File: src/rtl/int_pkg.sv
// Shared types and helpers for the interrupt arbiter and its status-unit consumers.
package int_pkg;

  typedef enum logic [2:0] {
    S_RST  = 3'd0,
    S_IDLE = 3'd1,
    S_NMI  = 3'd2,
    S_IRQ  = 3'd3,
    S_BRK  = 3'd4
  } state_t;

  // Vector-select encoding shared with the status unit.
  typedef enum logic [1:0] {
    VEC_BRK = 2'b00,
    VEC_NMI = 2'b01,
    VEC_RST = 2'b10,
    VEC_IRQ = 2'b11
  } vsel_t;

  // Arbitration order, highest priority in the top slot.
  localparam logic [7:0] PRIO_ORDER = {VEC_RST, VEC_NMI, VEC_IRQ, VEC_BRK};

  // Index of the lowest set bit (line 0 is the highest-priority IRQ).
  function automatic logic [3:0] lowest_set(input logic [15:0] v);
    logic [3:0] r;
    r = '0;
    for (int i = 15; i >= 0; i--)
      if (v[i]) r = 4'(i);
    return r;
  endfunction

endpackage

File: src/rtl/int_sync.sv
// Multi-stage synchronizer for asynchronous pins with a configurable reset value.
module int_sync #(
  parameter int              W       = 1,
  parameter int              STAGES  = 2,
  parameter logic [W-1:0]    RST_VAL = '0
) (
  input  logic         clk,
  input  logic         a_rst,
  input  logic [W-1:0] d,
  output logic [W-1:0] q
);

  logic [STAGES-1:0][W-1:0] ff;

  // Shift the pin through STAGES flops; the oldest stage is the safe output.
  always_ff @(posedge clk or posedge a_rst) begin
    if (a_rst) ff <= {STAGES{RST_VAL}};
    else       ff <= {ff[STAGES-2:0], d};
  end

  assign q = ff[STAGES-1];

endmodule

File: src/rtl/int_arbiter.sv
// Interrupt source arbiter: syncs NMI/IRQ pins, latches NMI edges and BRK, and
// presents one request at a time to the status unit until it is acknowledged.
module int_arbiter
  import int_pkg::*;
#(
  parameter int N_IRQ       = 8,
  parameter int SYNC_STAGES = 2,
  parameter int CW          = $clog2(N_IRQ)
) (
  input  logic             clk,
  input  logic             a_rst,
  input  logic             nmi_pin,
  input  logic [N_IRQ-1:0] irq_pin,
  input  logic             rst_req,
  input  logic             brk_req,
  input  logic             int_taken,
  input  logic             nmi_ack,
  input  logic             irq_ack,
  input  logic             cfg_we,
  input  logic             cfg_addr,
  input  logic [N_IRQ-1:0] cfg_wdata,
  output logic [N_IRQ-1:0] cfg_mask,
  output logic             rst,
  output logic             nmi,
  output logic             irq,
  output logic             brk,
  output logic [CW-1:0]    irq_cause,
  output logic             busy
);

  state_t           state, state_d;
  logic             nmi_s, nmi_prev, nmi_pend, brk_pend;
  logic [N_IRQ-1:0] irq_s, irq_vec;
  logic [3:0]       req;
  logic             found;
  vsel_t            win, sel;

  // NMI idles high, so its synchronizer resets to 1 to avoid a false edge.
  int_sync #(.W(1), .STAGES(SYNC_STAGES), .RST_VAL(1'b1)) u_nmi_sync (
    .clk(clk), .a_rst(a_rst), .d(nmi_pin), .q(nmi_s)
  );

  int_sync #(.W(N_IRQ), .STAGES(SYNC_STAGES), .RST_VAL('0)) u_irq_sync (
    .clk(clk), .a_rst(a_rst), .d(irq_pin), .q(irq_s)
  );

  assign irq_vec = irq_s & ~cfg_mask;

  // NMI falling-edge latch; a new edge wins over a coincident acknowledge.
  always_ff @(posedge clk or posedge a_rst) begin
    if (a_rst) begin
      nmi_prev <= 1'b1;
      nmi_pend <= 1'b0;
    end else begin
      nmi_prev <= nmi_s;
      if (nmi_prev && !nmi_s)              nmi_pend <= 1'b1;
      else if (state == S_NMI && nmi_ack)  nmi_pend <= 1'b0;
    end
  end

  // BRK latch, retired only when the core takes the BRK vector.
  always_ff @(posedge clk or posedge a_rst) begin
    if (a_rst)                             brk_pend <= 1'b0;
    else if (brk_req)                      brk_pend <= 1'b1;
    else if (state == S_BRK && int_taken)  brk_pend <= 1'b0;
  end

  // Mask register; address 1 is reserved and writes to it are dropped.
  always_ff @(posedge clk or posedge a_rst) begin
    if (a_rst)                    cfg_mask <= '1;
    else if (cfg_we && !cfg_addr) cfg_mask <= cfg_wdata;
  end

  // Pick the highest-priority live source by walking the priority table.
  always_comb begin
    req          = '0;
    req[VEC_RST] = rst_req;
    req[VEC_NMI] = nmi_pend;
    req[VEC_IRQ] = |irq_vec;
    req[VEC_BRK] = brk_pend;
    found        = 1'b0;
    win          = VEC_BRK;
    sel          = VEC_BRK;
    for (int i = 3; i >= 0; i--) begin
      sel = vsel_t'(PRIO_ORDER[2*i +: 2]);
      if (!found && req[sel]) begin
        found = 1'b1;
        win   = sel;
      end
    end
  end

  // Next-state: grants happen only from idle; soft reset overrides everything.
  always_comb begin
    state_d = state;
    case (state)
      S_RST:  if (int_taken) state_d = S_IDLE;
      S_IDLE: if (found) begin
        case (win)
          VEC_RST: state_d = S_RST;
          VEC_NMI: state_d = S_NMI;
          VEC_IRQ: state_d = S_IRQ;
          default: state_d = S_BRK;
        endcase
      end
      S_NMI:  if (nmi_ack)   state_d = S_IDLE;
      S_IRQ:  if (irq_ack)   state_d = S_IDLE;
      S_BRK:  if (int_taken) state_d = S_IDLE;
      default:               state_d = S_RST;
    endcase
    if (rst_req) state_d = S_RST;
  end

  // State register.
  always_ff @(posedge clk or posedge a_rst) begin
    if (a_rst) state <= S_RST;
    else       state <= state_d;
  end

  // Cause is captured on the grant and stays frozen while the IRQ is serviced.
  always_ff @(posedge clk or posedge a_rst) begin
    if (a_rst)
      irq_cause <= '0;
    else if (state == S_IDLE && state_d == S_IRQ)
      irq_cause <= CW'(lowest_set(16'(irq_vec)));
  end

  assign rst  = (state == S_RST);
  assign nmi  = (state == S_NMI);
  assign irq  = (state == S_IRQ);
  assign brk  = (state == S_BRK);
  assign busy = (state != S_IDLE);

endmodule

File: config.mk
export PLATFORM = sky130hd
export DESIGN_NAME = int_arbiter
export DESIGN_NICKNAME = d
export VERILOG_FILES = /design/src/rtl/int_pkg.sv /design/src/rtl/int_sync.sv /design/src/rtl/int_arbiter.sv
export SDC_FILE = /design/constraint.sdc
export NUM_CORES = 1
export LEC_CHECK = 0
export CAP_MARGIN = 20
export CORE_UTILIZATION = 35
export DETAILED_ROUTE_END_ITERATION = 10
export PLACE_DENSITY = 0.6
export SLEW_MARGIN = 10
export SYNTH_ARGS = -nofsm -noshare
export SYNTH_HDL_FRONTEND = slang
export SYNTH_SLANG_ARGS = --single-unit
File: constraint.sdc
create_clock -name clk -period 2.85 [get_ports clk]
set_input_delay 0.57 -clock clk [delete_from_list [all_inputs] [get_ports clk]]
set_output_delay 0.57 -clock clk [all_outputs]
set_load 0.02 [all_outputs]
==> results of run 1 <==
## layout make-up
cell class / instances / area [um2] / area share, %
well taps: 48 / 60.1 / 3.05
inverters: 4 / 15.0 / 0.761
repair buffers: 43 / 425 / 21.6
flip-flops and latches: 35 / 890 / 45.1
clock buffers: 5 / 68.8 / 3.49
clock inverters: 3 / 20.0 / 1.02
multi-input cells: 64 / 493 / 25.0
## power breakdown
group	switching (W)	internal [W]	total [W]
Clock	0.000174	0.000170	0.000343
Combinational	0.000101	0.000120	0.000222
Sequential	0.0000246	0.000548	0.000572
Total	0.000300	0.000838	0.00114
## state kept, by name, summed over array words and instances, names as in the netlist, 3 cells and up
signal / cells
cfg_mask: 8
u_irq_sync.ff: 8
u_irq_sync.q: 8
irq_cause: 3
state: 3
## synthesized netlist by cell type, drive strengths merged (2+ instances only)
cell type / instances
dfrtp: 24
dfstp: 11
nor4: 2
nor2b: 11
nand2b: 4
mux2: 11
inv: 4
nor2: 7
a21oi: 5
nand2: 5
## worst register-to-register path: stages, from the launching register on
cell and delay [ns]:
dfstp_2 0.54, nor2b_1 0.08, nor4_4 0.44, nand4_1 0.21, nand3b_2 0.17, mux2_1 0.33
## kinds of logic (layout without fill, tap and decap cells)
kind of cell / count (synthesis) / in the layout / share of synthesized area [%]
compound gates: 15 / 15 / 8.36
buf+inv: 6 / 55 / 1.69
flops: 35 / 35 / 63.3
mux: 11 / 11 / 8.81
simple gates: 38 / 38 / 17.9
## stage by stage
stage	std cells	util, %	hold WS (ns)	cell area, um2	setup WS (ns)
after floorplan	105	-	0.331	1410	1.03
after global placement	194	50.3	0.334	1880	0.501
after detailed placement	194	50.3	0.335	1880	0.437
after CTS	202	52.7	0.348	1970	0.422
after global routing	202	52.7	0.346	1970	0.310
final	202	52.7	0.344	1970	0.396
## cells in the final DEF, fill, tap and decap left out, types with 3 or more instances in the layout
| cell | count |
|---|---|
| nand2b_1 | 3 |
| dfstp_2 | 11 |
| dfrtp_1 | 24 |
| mux2_2 | 8 |
| nand2_1 | 5 |
| mux2_1 | 3 |
| clkdlybuf4s50_1 | 41 |
| a21oi_1 | 5 |
| nor2b_1 | 11 |
| clkbuf_8 | 5 |
| inv_1 | 4 |
| nor2_1 | 7 |
## worst paths after layout
path	start	to	slack (ns)	cells after the start
min in group asynchronous	a_rst	u_irq_sync.ff[1]$_DFF_PP0_	0.66	3
worst min register to register	u_irq_sync.ff[2]$_DFF_PP0_	u_irq_sync.q[2]$_DFF_PP0_	0.34	0
max in group asynchronous	a_rst	cfg_mask[2]$_DFFE_PP1P_	1.85	3
worst max-delay path	state[0]$_DFF_PP0_	brk	0.40	3
worst max register to register	cfg_mask[5]$_DFFE_PP1P_	irq_cause[1]$_DFFE_PP0P_	0.96	5
worst min-delay path	u_irq_sync.ff[2]$_DFF_PP0_	u_irq_sync.q[2]$_DFF_PP0_	0.34	0
## routing by layer
metal  GRT usage (%)  up-vias
met5               0        -
met1            17.2      439
li1                -      455
met4            5.98        0
met2            20.9       24
met3            6.08        5
==> flow_metrics.tcl, run 1 <==
set metrics [dict create \
    die_area_um2 4280 \
    initial_core_util_pct 37.6 \
    ys_seq_area_share_pct 63.3 \
    synthFlopType "dfrtp_1" \
    fin_crit_ns 2.45 \
    syn_area_um2 1410 \
    fin_nets 179 \
    yosys_warnings 0 \
    status "completed" \
    grt_max_degree 36 \
    antenna_found_initial 0 \
    synth_edf_count 0 \
    clk_path_buf_depth 2 \
    power.leakage_nw 0.808 \
    clock.fmax_ghz 0.408 \
    viasPerCell 4.57 \
    ctsHoldBuffers 0 \
    end_kind "output pin" \
    yosysUniqueCellTypes 33 \
    wl_met2_um 1230 \
    ctsHtreeMaxLevel 2 \
    diodes 0 \
    track_usage_pct 13.9 \
    fin_crit_sh_pct 86.1 \
    clk_latency_ns 0.28 \
    portBuffers 41 \
    setup_viol 0 \
    drive_above_1_share_pct 23.4 \
    drc 0 \
    hold_viol 0 \
    cts_sinks 35 \
    max-vdd-ir-drop_uv 314 \
    cts_setup_buffers 0 \
    synth-seq-cells 35 \
    critical_path_arrival_ns 1.88 \
    avgSynthCellArea_um2 13.4 \
    path_cells "or2_2 > nor2_1 > clkdlybuf4s50_1" \
    numCtsBuffers 5 \
    total_power_w 0.00114 \
    skew_ns 0.00643 \
    cts_root_buf "clkbuf_8" \
    cp_max_fo 8 \
    grt_pass1_vias 930 \
    routed_wl_um 2480 \
    setup_tns_ns 0 \
    first_pass_iters 4 \
    cp_slowest_cell "clkdlybuf4s50_1" \
    maxCapViolCount 0 \
    ys_async_sr_fraction_pct 100 \
    die_h_um 65.4 \
    dr_total_vias 923 \
    rsz0062_at_grt "false" \
    route.met3.wl_um 126 \
    pin_count 42 \
    core-area_um2 3740 \
    start_kind "register" \
    finalMaxSlewViolations 0 \
    netlist.top_cell.by_area "dfrtp_1" \
    ant_nets 0 \
    cellPowerDensity_nw_per_um2 577 \
    grt_overflow 0 \
    cpLargestDelayFamily "buffers and inverters" \
    worstPathRequired_ns 2.28 \
    die_w_um 65.4 \
    crit_type "reg2out" \
    syn_nets 131 \
    grt_pass1_wl_um 4260 \
    hold_path.class "reg2reg" \
    hpwlAfterDp_um 1910 \
    max_slew_margin_pct 72.4 \
    cts_resized 0 \
    crit_buf_inv 1 \
    wl_met1_um 1090 \
    place.gp.congestion 0.823 \
    worst_slew_pin_slew_ns 0.414 \
    num_rows 22 \
    wl_per_cell_um 12.3 \
    synthCells 105 \
    max_stage_delay_ns 0.63 \
    path_clk_slew_ns 0.07 \
    cts_tree "built" \
    synth_area_leaders "dfrtp_1 (43%), dfstp_2 (21%), mux2_2 (6.4%), nor2b_1 (4.9%), nor4_4 (3.0%)" \
    num-fill-cells 345 \
    synth_top_area_share_pct 42.7 \
    area_growth_pct 40.2 \
    routed.top_layer "met4" \
    drtIter0Drc 51 \
]
Power figures use the tool's default switching activity.
==> run 2, diff against run 1 <==
SKIP_LAST_GASP = 1   (was unset)
==> results of run 2 <==
Same layout as run 1: the final DEF is identical, and so are final timing and power.
==> run 3, diff against run 2 <==
CAP_MARGIN = unset   (was 20)
==> results of run 3 <==
Same layout as run 1: the final DEF is identical, and so are final timing and power.
